**config.mk**
```make
export PLATFORM = sky130hd
export DESIGN_NAME = iwm_multi
export DESIGN_NICKNAME = d
export VERILOG_FILES = /design/src/rtl/iwm_multi.sv
export SDC_FILE = /design/constraint.sdc
export NUM_CORES = 1
export LEC_CHECK = 0
export ABC_AREA = 0
export CAP_MARGIN = 20
export CORE_ASPECT_RATIO = 1.4
export CORE_UTILIZATION = 40
export DETAILED_ROUTE_END_ITERATION = 8
export PLACE_DENSITY = 0.69
export SLEW_MARGIN = 25
export SYNTH_ARGS = -nofsm -noshare
export SYNTH_HDL_FRONTEND = slang
export SYNTH_SLANG_ARGS = --single-unit
```
**constraint.sdc**
```tcl
create_clock -name clk8 -period 3.2 [get_ports clk8]
set_input_delay 0.64 -clock clk8 [delete_from_list [all_inputs] [get_ports clk8]]
set_output_delay 0.64 -clock clk8 [all_outputs]
set_load 0.01 [all_outputs]
```
**src/rtl/iwm_multi.sv**
```systemverilog
// iwm_multi: multi-drive IWM-style disk controller with read latch, motor-off timers and write serializer
module iwm_multi #(
  parameter int NUM_DRIVES = 2,
  parameter int BITCELL_CLKS = 16,
  parameter int LATCH_CLR_CLKS = 14,
  parameter int MOTOR_OFF_CLKS = 8000000
) (
  input  logic                    clk8,
  input  logic                    reset,
  input  logic                    selectIWM,
  input  logic                    _cpuRW,
  input  logic                    _cpuLDS,
  input  logic [3:0]              cpuAddrRegHi,
  input  logic [7:0]              dataIn,
  output logic [7:0]              dataOut,
  input  logic [1:0]              driveBank,
  output logic [2:0]              ca,
  output logic                    lstrb,
  output logic [NUM_DRIVES-1:0]   driveEnable,
  input  logic [NUM_DRIVES-1:0]   rdByteReady,
  input  logic [8*NUM_DRIVES-1:0] rdByte,
  output logic                    wrBit,
  output logic                    wrBitStrobe,
  output logic                    wrActive
);
  localparam int LW = $clog2(LATCH_CLR_CLKS + 1);
  localparam int MW = $clog2(MOTOR_OFF_CLKS + 1);
  localparam int BW = BITCELL_CLKS > 1 ? $clog2(BITCELL_CLKS) : 1;
  localparam logic [1:0] S_IDLE = 2'd0;
  localparam logic [1:0] S_SHIFT = 2'd1;
  localparam logic [1:0] S_UNDERRUN = 2'd2;
  logic access, rd, wr, val, q6, q7, q6n, q7n, sel_ext, rd_d, fall;
  logic buf_full, underrun, en_sel, buf_wr, mode_wr;
  logic [2:0] reg_sel, idx;
  logic [7:0] hit, latch, cur_byte, buf_q, sr, en_pad, rdy_pad;
  logic [63:0] rd_pad;
  logic [4:0] mode;
  logic [LW-1:0] clr;
  logic [MW-1:0] mcnt [NUM_DRIVES];
  logic [1:0] state;
  logic [3:0] bits;
  logic [BW-1:0] cc;
  assign access = selectIWM & ~_cpuLDS;
  assign rd = access & _cpuRW;
  assign wr = access & ~_cpuRW;
  assign reg_sel = cpuAddrRegHi[3:1];
  assign val = cpuAddrRegHi[0];
  assign hit = access ? 8'b1 << reg_sel : 8'b0;
  assign q6n = hit[6] ? val : q6;
  assign q7n = hit[7] ? val : q7;
  // masking keeps the drive index in range for 2/4/8 drives
  assign idx = {driveBank, sel_ext} & 3'(NUM_DRIVES - 1);
  assign rd_pad = 64'(rdByte);
  assign cur_byte = rd_pad[{idx, 3'b000} +: 8];
  assign en_pad = 8'(driveEnable);
  assign rdy_pad = 8'(rdByteReady);
  assign en_sel = en_pad[idx];
  assign mode_wr = wr & q7n & q6n & ~|driveEnable;
  assign buf_wr = wr & q7n & q6n & |driveEnable;
  assign fall = rd_d & ~rd;
  assign wrActive = state == S_SHIFT;
  assign dataOut = ~rd ? 8'hFF
                 : q7n ? (q6n ? 8'h00 : {~buf_full, ~underrun, 6'b0})
                 : q6n ? {cur_byte[7], 1'b0, |driveEnable, mode} : latch;
  always_ff @(posedge clk8) begin
    if (reset) begin
      ca <= '0;
      lstrb <= 1'b0;
      sel_ext <= 1'b0;
      q6 <= 1'b0;
      q7 <= 1'b0;
      mode <= '0;
      rd_d <= 1'b0;
    end else begin
      if (hit[0]) ca[0] <= val;
      if (hit[1]) ca[1] <= val;
      if (hit[2]) ca[2] <= val;
      if (hit[3]) lstrb <= val;
      if (hit[5]) sel_ext <= val;
      q6 <= q6n;
      q7 <= q7n;
      rd_d <= rd;
      if (mode_wr) mode <= dataIn[4:0];
    end
  end
  always_ff @(posedge clk8) begin
    if (reset) begin
      driveEnable <= '0;
      for (int i = 0; i < NUM_DRIVES; i++) mcnt[i] <= '0;
    end else begin
      for (int i = 0; i < NUM_DRIVES; i++) begin
        if (hit[4] && idx == 3'(i)) begin
          driveEnable[i] <= val | (~mode[2] & driveEnable[i]);
          mcnt[i] <= (val | mode[2]) ? '0 : MW'(MOTOR_OFF_CLKS);
        end else if (mcnt[i] != '0) begin
          mcnt[i] <= mcnt[i] - MW'(1);
          if (mcnt[i] == MW'(1)) driveEnable[i] <= 1'b0;
        end
      end
    end
  end
  // a new byte cancels any pending clear so it survives until it is read
  always_ff @(posedge clk8) begin
    if (reset) begin
      latch <= '0;
      clr <= '0;
    end else begin
      if (rdy_pad[idx]) clr <= '0;
      else if (fall && !mode[0] && latch[7]) clr <= LW'(LATCH_CLR_CLKS);
      else if (clr != '0) clr <= clr - LW'(1);
      if (rdy_pad[idx]) latch <= cur_byte;
      else if (clr == LW'(1)) latch <= '0;
    end
  end
  always_ff @(posedge clk8) begin
    if (reset) begin
      state <= S_IDLE;
      sr <= '0;
      buf_q <= '0;
      buf_full <= 1'b0;
      underrun <= 1'b0;
      bits <= '0;
      cc <= '0;
      wrBit <= 1'b0;
      wrBitStrobe <= 1'b0;
    end else begin
      wrBitStrobe <= 1'b0;
      if (!q7) underrun <= 1'b0;
      if (state != S_IDLE && (!q7 || !en_sel)) state <= S_IDLE;
      else if (state == S_IDLE && q7 && en_sel && buf_full) begin
        state <= S_SHIFT;
        sr <= buf_q;
        buf_full <= 1'b0;
        bits <= 4'd8;
        cc <= BW'(BITCELL_CLKS - 1);
      end else if (state == S_SHIFT) begin
        if (cc != '0) cc <= cc - BW'(1);
        else begin
          wrBit <= sr[7];
          wrBitStrobe <= 1'b1;
          sr <= {sr[6:0], 1'b0};
          bits <= bits - 4'd1;
          cc <= BW'(BITCELL_CLKS - 1);
          if (bits == 4'd1 && buf_full) begin
            sr <= buf_q;
            buf_full <= 1'b0;
            bits <= 4'd8;
          end else if (bits == 4'd1) begin
            state <= S_UNDERRUN;
            underrun <= 1'b1;
          end
        end
      end
      // a CPU write in the same cycle as a reload refills the now-empty buffer
      if (buf_wr) begin
        buf_q <= dataIn;
        buf_full <= 1'b1;
      end
    end
  end
endmodule

```
==> results.ini, run 1 <==
[outcome]
run_status = finished clean

[place]
placedCellCount = 794
io_buffer_count = 51
placed_area_um2 = 6220
place_congestion = 0.877
dpl.hpwl_um = 9070

[logic_synthesis]
synth.top_cell.area_share_pct = 25.5
synth_area_leader_cell = edfxtp_1
syn_area_um2 = 5410
seq_area_frac_synth_pct = 46.6
yosys_most_used_dff = dfxtp_1
synth_area_leaders = edfxtp_1 26%, dfxtp_1 21%, nor2_1 6.4%
syn_avg_cell_area_um2 = 9.61
ys_types = 64
ys_ff_latch = 103
syn-instance-count = 563
synth_enable_flop_cells = 46
yosys_warnings = 0
syn-num-nets = 608
async_flop_share_pct = 0

[floorplanning]
die_w_um = 100
start_util_pct = 41.6
io_pins = 54
die-area_um2 = 14000
dieHeight_um = 140
coreArea_um2 = 13000
rows = 49

[grt]
grt_max_degree = 53
grtUsageTotal_pct = 18.4
grt_antenna_before_repair = 0
grt_pass1_wl_um = 20800
grt-ovfl-total = 0
grt_pass1_vias = 4490

[drt]
drt_iter0_drc = 190
totalWireLength_um = 12300
ant_nets = 0
drc = 0
via_per_inst = 5.39
wl_per_cell_um = 15.1
vias = 4392
first_pass_iters = 4

[power]
powerDensity_nw_per_um2 = 617
finalPower_w = 0.00403
vdd_drop_max_mv = 0.309
p_leak_nw = 2.50

[timing]
finalSetupViolations = 0
period_minus_slack_ns = 3.02
fin_skew_ns = 0.00707
rsz0062_at_grt = false
tightest_slew_ns = 0.878
tns_ns = 0
max_freq_ghz = 0.331
slew_viol_final = 0
post-route-period-util_pct = 94.3
final_hold_viol_count = 0
relSlewSlack_pct = 41.4

[critical_path]
worst-r2r-setup-slack_ns = 0.67
cp.arrival_ns = 2.38
regToRegStartpoint = mcnt[1][7]
critPathLaunchType = input port
required_ns = 2.56
critPathKind = in2out
reg2reg_to = mcnt[1][22]
critPathCaptureType = output pin
path_max_fanout = 4
rr_worst_depth = 6

[cts]
cts_tree = built
cts.sinks = 103
path_clk_slew_ns = 0.07
clock_path_buffers = 2
numCtsBuffers = 9
clkLatencyLatePin_ns = 0.34
cts-root-buf = clkbuf_16
htreeDepth = 3
ctsHoldBuffers = 0

[cells_and_area]
n_fill_cell = 1259
design_area_um2 = 6540
multiInputGateArea_um2 = 2750
layout-drive-gt1-share_pct = 14.3
layout.nets = 677
n_antenna_cell = 0
stdcell_count = 815
seq_area_um2 = 2520
layout_common_cells = 91 x nor2_1, 57 x dfxtp_1, 46 x edfxtp_1, 44 x nand2_1, 38 x clkdlybuf4s50_1
synthToLayoutAreaGrowth_pct = 20.8
layout_commonest_cell = nor2_1
postLayoutCoreUtil_pct = 50.3

[hold_path]
min-delay-start = sr[0]
holdPathStages = 2
hold_class = reg2reg
hold_end = sr[0]

[run]
maxCapViolCount = 0

==> per-layer routing <==
metal | share of wire, % | vias to the layer above | GRT usage (%)
li1 | - | 2193 | -
met1 | 40 | 2092 | 20.2
met2 | 54 | 93 | 33.6
met3 | 3.2 | 14 | 3.42
met4 | 2.3 | 0 | 8.77
met5 | 0 | - | 0
==> worst max-delay path by stage <==
stage / slack [ns] / endpoint / start
finish: 0.18 / dataOut[2] / _cpuLDS
detailed placement: -0.27 / dataOut[5] / _cpuLDS
global route: 0.09 / dataOut[1] / _cpuLDS
global placement: -0.21 / dataOut[5] / _cpuLDS
CTS: 0.002 / dataOut[0] / cpuAddrRegHi[2]
floorplan: 0.59 / dataOut[6] / cpuAddrRegHi[1]
==> cell type report <==
cell class              instances  area share [%]
well taps                     178            3.41
clock buffers                  10            3.66
repair buffers                 80            10.6
clock inverters                 6           0.919
multi-input cells             425            42.1
inverters                      13           0.747
flip-flops and latches        103            38.6
==> state kept, by name, summed over array words and instances, names as in the netlist <==
signal / count
underrun: 1
wrBit: 1
ca: 3
driveEnable: 2
q7: 1
wrBitStrobe: 1
mcnt: 46
q6: 1
state: 2
buf_q: 8
lstrb: 1
cc: 4
buf_full: 1
sr: 8
rd_d: 1
latch: 8
sel_ext: 1
mode: 5
bits: 4
clr: 4
==> stage by stage <==
step                hold slack (ns)  setup slack [ns]
floorplan                     0.432             0.591
global placement              0.442            -0.207
detailed placement            0.460            -0.269
CTS                           0.468           0.00190
global route                  0.490            0.0921
finish                        0.467             0.182
==> repair_timing <==
| item | in CTS | in global routing |
|---|---|---|
| buffers inserted | 4 | 0 |
| resized for setup | 23 | 20 |
| gates cloned | 1 | 0 |
| pin swaps | 1 | 1 |
| endpoints found under the setup margin | 8 | 8 |
==> power by group <==
| group | leakage [nW] | internal [W] | switching [W] |
|---|---|---|---|
| registers | 1.00 | 0.00161 | 0.000207 |
| logic | 1.36 | 0.000503 | 0.000618 |
| clock network | 0.149 | 0.000572 | 0.000523 |
| total | 2.50 | 0.00269 | 0.00135 |
==> Yosys cell counts, types with 13 or more instances <==
library cell  instances
a21oi_1              36
clkbuf_1             13
dfxtp_1              57
edfxtp_1             46
inv_1                13
mux2i_1              28
nand2_1              45
nor2_1               92
nor3_1               18
xnor2_1              21
==> critical path, stage by stage <==
cell           delay [ns]
dlygate4sd2_1        0.26
nand4b_1             0.21
buf_4                0.17
nor2_4               0.09
mux2i_2              0.27
buf_2                0.19
buf_4                0.12
mux2i_1              0.16
o21ai_0              0.10
buf_2                0.16
==> cells by family (layout without fill, tap and decap cells) <==
family	Yosys count	count (layout)	synth area share, %
AO/OA/AOI/OAI	97	97	12.4
XOR/XNOR	33	33	5.34
adder cells (fa/ha/maj)	8	8	1.85
buffers and inverters	35	109	2.78
flip-flops	103	103	46.6
multiplexers	39	39	7.47
AND/OR/NAND/NOR	248	248	23.5
(Power assumes the default switching activity.)
==> inputs of run 2 (changes only) <==
GPL_TIMING_DRIVEN = 0   (was default)
==> results.ini, run 2 (same netlist as run 1, synthesis figures left out) <==
[cells_and_area]
n_antenna_cell = 0  ; unchanged
top_register = mcnt  ; unchanged
largest_reg_flops = 46  ; unchanged
layout-drive-gt1-share_pct = 11.5  ; was 14.3%
layout.nets = 675  ; was 677
layout_common_cells = 92 x nor2_1, 57 x dfxtp_1, 46 x edfxtp_1, 44 x nand2_1, 38 x clkdlybuf4s50_1  ; was 91 x nor2_1, 57 x dfxtp_1, 46 x edfxtp_1, 44 x nand2_1, 38 x clkdlybuf4s50_1
synthToLayoutAreaGrowth_pct = 20.2  ; was 20.8%
layout_commonest_cell = nor2_1  ; unchanged

[power]
powerDensity_nw_per_um2 = 631  ; was 617 nW/um^2
p_int_w = 0.00271  ; was 0.00269 W
p_leak_nw = 2.45  ; was 2.50 nW
power_switching_w = 0.00139  ; was 0.00135 W
seqPwrFrac_pct = 44.4  ; was 45.1%
vdd_drop_max_mv = 0.275  ; was 0.309 mV
finalPower_w = 0.00410  ; was 0.00403 W
clockPowerShare_pct = 28.0  ; was 27.1%
pwr-share-comb_pct = 27.6  ; was 27.8%
p_sw_share_pct = 33.9  ; was 33.4%

[grt]
grt_pass1_wl_um = 20700  ; was 20800 um
use_met3_pct = 3.31  ; was 3.42%
grt-ovfl-total = 0  ; unchanged
grtUsageTotal_pct = 18.3  ; was 18.4%
grt_antenna_before_repair = 0  ; unchanged
grtUsageMet1_pct = 21.3  ; was 20.2%
grt_pass1_vias = 4468  ; was 4490
grt_max_degree = 24  ; was 53
met2_usage_pct = 33.1  ; was 33.6%
grt-busiest-layer = met2  ; unchanged

[cts]
cts.sinks = 103  ; unchanged
htreeDepth = 3  ; unchanged
ctsHoldBuffers = 0  ; unchanged
numCtsBuffers = 9  ; unchanged
cts-root-buf = clkbuf_16  ; unchanged
clock_path_buffers = 2  ; unchanged
cts_tree = built  ; unchanged
path_clk_slew_ns = 0.08  ; was 0.07 ns
clkLatencyLatePin_ns = 0.35  ; was 0.34 ns

[critical_path]
cp.arrival_ns = 2.40  ; was 2.38 ns
critPathCaptureType = output pin  ; unchanged
critPathKind = in2out  ; unchanged
startpoint = cpuAddrRegHi[2]  ; was _cpuLDS
required_ns = 2.56  ; about the same
critPathLaunchType = input port  ; unchanged
regToRegStartpoint = mcnt[0][0]  ; was mcnt[1][7]
path_max_fanout = 7  ; was 4

[drt]
first_pass_iters = 5  ; was 4
vias = 4413  ; was 4392
drt_iter0_drc = 221  ; was 190
totalWireLength_um = 12300  ; about the same
wl_per_cell_um = 15.1  ; about the same
drc = 0  ; unchanged
via_per_inst = 5.43  ; was 5.39
ant_nets = 0  ; unchanged

[timing]
relSlewSlack_pct = 52.4  ; was 41.4%
tightest_slew_ns = 0.714  ; was 0.878 ns
post-route-period-util_pct = 95.2  ; was 94.3%
max_freq_ghz = 0.328  ; was 0.331 GHz
finalSetupViolations = 0  ; unchanged
final_hold_viol_count = 0  ; unchanged
period_minus_slack_ns = 3.04  ; was 3.02 ns
rsz0062_at_grt = false  ; unchanged
fin_skew_ns = 0.00777  ; was 0.00707 ns
slew_viol_final = 0  ; unchanged
hold_slack_ns = 0.480  ; was 0.467 ns

[place]
place_congestion = 0.798  ; was 0.877
dpl.hpwl_um = 9000  ; was 9070 um
io_buffer_count = 50  ; was 51

[floorplanning]
dieHeight_um = 140  ; unchanged
io_pins = 54  ; unchanged
coreArea_um2 = 13000  ; unchanged
start_util_pct = 41.6  ; unchanged
rows = 49  ; unchanged
die_w_um = 100  ; unchanged
die-area_um2 = 14000  ; unchanged

[run]
maxCapViolCount = 0  ; unchanged

[hold_path]
hold_class = reg2reg  ; unchanged
min-delay-start = buf_q[4]  ; was sr[0]

[outcome]
run_status = finished clean  ; unchanged

==> run 2: changes by cell type in the layout (fill, tap and decap cells not counted), sizes merged <==
cell and change:
clkbuf +10, clkdlybuf4s15 +2, buf -16, dlygate4sd2 +2
==> run 2: power groups by stage <==
stage | Sequential [W] | Combinational [W] | Clock [W]
final | 0.00182 | 0.00113 | 0.00115
after global routing | 0.00185 | 0.00126 | 0.00123
after CTS | 0.00182 | 0.00113 | 0.00118
after detailed placement | 0.00184 | 0.00112 | 0
after global placement | 0.00183 | 0.00109 | 0
after floorplan | 0.00179 | 0.000881 | 0
==> run 2: layout make-up <==
cell class,instances,area (um^2)
well taps,178,223
clock buffers,10,250
repair buffers,56,528
inverters,13,48.8
flip-flops and latches,103,2520
multi-input cells,425,2760
plain buffers,22,106
fillers,1246,6500
clock inverters,6,67.6
==> run 2: final timing paths <==
kind	end	slack, ns	cells past startpoint
worst max-delay path	dataOut[2]	0.16	10
worst min-delay path	sr[4]	0.48	2
worst max register to register	mcnt[0][11]	0.52	6
worst min register to register	sr[4]	0.48	2
==> run 2: per-layer routing <==
| metal | vias up | routed length [um] |
|---|---|---|
| li1 | 2188 | - |
| met1 | 2085 | 5090 |
| met2 | 117 | 6460 |
| met3 | 23 | 454 |
| met4 | 0 | 252 |
| met5 | - | 0 |
==> run 2: metrics by stage <==
stage / setup TNS, ns / cell area, um^2 / utilization, % / instances / setup WS [ns]
after detailed placement: -3.88 / 6140 / 47.2 / 791 / -0.525
after CTS: -0.0206 / 6490 / 50.0 / 813 / -0.0206
after floorplan: 0 / 5410 / - / 563 / 0.591
after global placement: -10.24 / 6130 / 47.2 / 791 / -0.565
final: 0 / 6500 / 50.0 / 813 / 0.155
after global routing: 0 / 6500 / 50.0 / 813 / 0.0148
==> run 2: what timing repair did <==
action / in CTS / in global routing
endpoints found under the setup margin: 8 / 8
pin swaps: 1 / 2
setup buffers: 5 / 0
resized for setup: 28 / 4
cloned: 1 / 0
==> run 2: critical path, stage by stage <==
cell and delay, ns:
clkdlybuf4s15_1 0.27, nand4b_1 0.20, nor2_1 0.18, mux2i_1 0.29
buf_4 0.19, buf_4 0.12, buf_4 0.10, mux2i_1 0.16
o21ai_0 0.09, buf_2 0.16
==> inputs of run 3 (changes only) <==
CORE_UTILIZATION = 25   (was 40)
PLACE_DENSITY = 0.51   (was 0.69)
==> results.ini, run 3 (same netlist as run 1, synthesis figures left out) <==
[outcome]
run_status = finished clean  ; unchanged

[cts]
clkLatencyLatePin_ns = 0.36  ; was 0.35 ns
cts-root-buf = clkbuf_16  ; unchanged
htreeDepth = 3  ; unchanged
path_clk_slew_ns = 0.07  ; was 0.08 ns
clock_path_buffers = 2  ; unchanged
cts_tree = built  ; unchanged
numCtsBuffers = 9  ; unchanged
cts.sinks = 103  ; unchanged
ctsHoldBuffers = 0  ; unchanged

[cells_and_area]
layout.nets = 675  ; unchanged
layout-drive-gt1-share_pct = 11.5  ; unchanged
layout_common_cells = 91 x nor2_1, 57 x dfxtp_1, 46 x edfxtp_1, 44 x nand2_1, 38 x clkdlybuf4s50_1  ; was 92 x nor2_1, 57 x dfxtp_1, 46 x edfxtp_1, 44 x nand2_1, 38 x clkdlybuf4s50_1
synthToLayoutAreaGrowth_pct = 22.3  ; was 20.2%
top_register = mcnt  ; unchanged
layout_commonest_cell = nor2_1  ; unchanged
n_antenna_cell = 0  ; unchanged
largest_reg_flops = 46  ; unchanged

[grt]
grt-ovfl-total = 0  ; unchanged
grt_max_degree = 24  ; unchanged
grt_pass1_wl_um = 22200  ; was 20700 um
grt_pass1_vias = 4272  ; was 4468
grtUsageTotal_pct = 12.6  ; was 18.3%
grt_antenna_before_repair = 0  ; unchanged

[drt]
drt_iter0_drc = 211  ; was 221
wl_per_cell_um = 14.7  ; was 15.1 um
drc = 0  ; unchanged
totalWireLength_um = 13100  ; was 12300 um
ant_nets = 0  ; unchanged
vias = 4309  ; was 4413
first_pass_iters = 4  ; was 5
via_per_inst = 4.81  ; was 5.43

[timing]
post-route-period-util_pct = 96.0  ; was 95.2%
tightest_slew_ns = 0.741  ; was 0.714 ns
tns_ns = 0  ; unchanged
period_minus_slack_ns = 3.07  ; was 3.04 ns
rsz0062_at_grt = false  ; unchanged
final_hold_viol_count = 0  ; unchanged
fin_skew_ns = 0.0124  ; was 0.00777 ns
slew_viol_final = 0  ; unchanged
hold_slack_ns = 0.467  ; was 0.480 ns
relSlewSlack_pct = 50.6  ; was 52.4%
finalSetupViolations = 0  ; unchanged
max_freq_ghz = 0.325  ; was 0.328 GHz

[floorplanning]
io_pins = 54  ; unchanged
dieHeight_um = 176  ; was 140 um
start_util_pct = 25.5  ; was 41.6%
die-area_um2 = 22200  ; was 14000 um^2
coreArea_um2 = 21200  ; was 13000 um^2
die_w_um = 126  ; was 100 um
rows = 63  ; was 49

[hold_path]
hold_class = reg2reg  ; unchanged

[run]
maxCapViolCount = 0  ; unchanged

[place]
dpl.hpwl_um = 9330  ; was 9000 um
place_congestion = 0.751  ; was 0.798
io_buffer_count = 50  ; unchanged

[power]
p_leak_nw = 2.46  ; was 2.45 nW
vdd_drop_max_mv = 0.241  ; was 0.275 mV
powerDensity_nw_per_um2 = 621  ; was 631 nW/um^2

[critical_path]
critPathCaptureType = output pin  ; unchanged
required_ns = 2.56  ; about the same
cp.arrival_ns = 2.43  ; was 2.40 ns
critPathKind = in2out  ; unchanged
path_max_fanout = 10  ; was 7
critPathLaunchType = input port  ; unchanged

run 3: final timing paths:
| path | startpoint | to | slack [ns] | cells after the start |
|---|---|---|---|---|
| max | cpuAddrRegHi[0] | dataOut[7] | 0.13 | 8 |
| min | sr[0] | sr[0] | 0.47 | 2 |
| max reg2reg | mcnt[0][0] | mcnt[0][10] | 0.54 | 6 |
| min reg2reg | sr[0] | sr[0] | 0.47 | 2 |
run 3: where the power goes:
group          internal (W)  total [W]  switching [W]
Combinational      0.000498    0.00112       0.000619
Sequential          0.00161    0.00181       0.000202
Clock              0.000641    0.00117       0.000534
run 3: area by class of cell:
class	instances	area, um^2
buffer	22	110
clock buffer	10	239
clock inverter	6	71.3
fill	2175	14600
inverter	13	48.8
multi-input combinational	425	2750
sequential	103	2520
tap	260	325
timing repair buffer	56	546
run 3: worst max-delay path, stage by stage:
cell             delay (ns)
clkdlybuf4s50_1        0.46
clkbuf_2               0.23
nand3_1                0.15
nand2_2                0.13
buf_4                  0.18
mux2i_1                0.09
a211o_1                0.30
clkdlybuf4s15_1        0.25
run 3: through the flow:
| stage | std cells | setup slack [ns] | total power [W] | area (um^2) | utilization (%) |
|---|---|---|---|---|---|
| detailed placement | 873 | -0.602 | 0.00296 | 6240 | 29.4 |
| global placement | 873 | -0.610 | 0.00296 | 6230 | 29.4 |
| global route | 895 | 0.0205 | 0.00438 | 6620 | 31.2 |
| floorplan | 563 | 0.591 | 0.00267 | 5410 | - |
| finish | 895 | 0.128 | 0.00410 | 6620 | 31.2 |
| CTS | 893 | -0.0138 | 0.00415 | 6600 | 31.1 |
run 3: routing by layer:
| layer | global-route usage (%) | wire (um) | vias up |
|---|---|---|---|
| li1 | - | - | 2186 |
| met1 | 15.5 | 6010 | 2033 |
| met2 | 21.4 | 6390 | 76 |
| met3 | 2.42 | 471 | 14 |
| met4 | 5.32 | 265 | 0 |
| met5 | 0 | 0 | - |
run 3: timing repair:
| action | 4_1_cts | 5_1_grt |
|---|---|---|
| gates resized for setup | 27 | 7 |
| setup buffers | 3 | 2 |
| setup endpoints to repair | 8 | 7 |
| pin swaps | 1 | 1 |
| cloned | 1 | 0 |
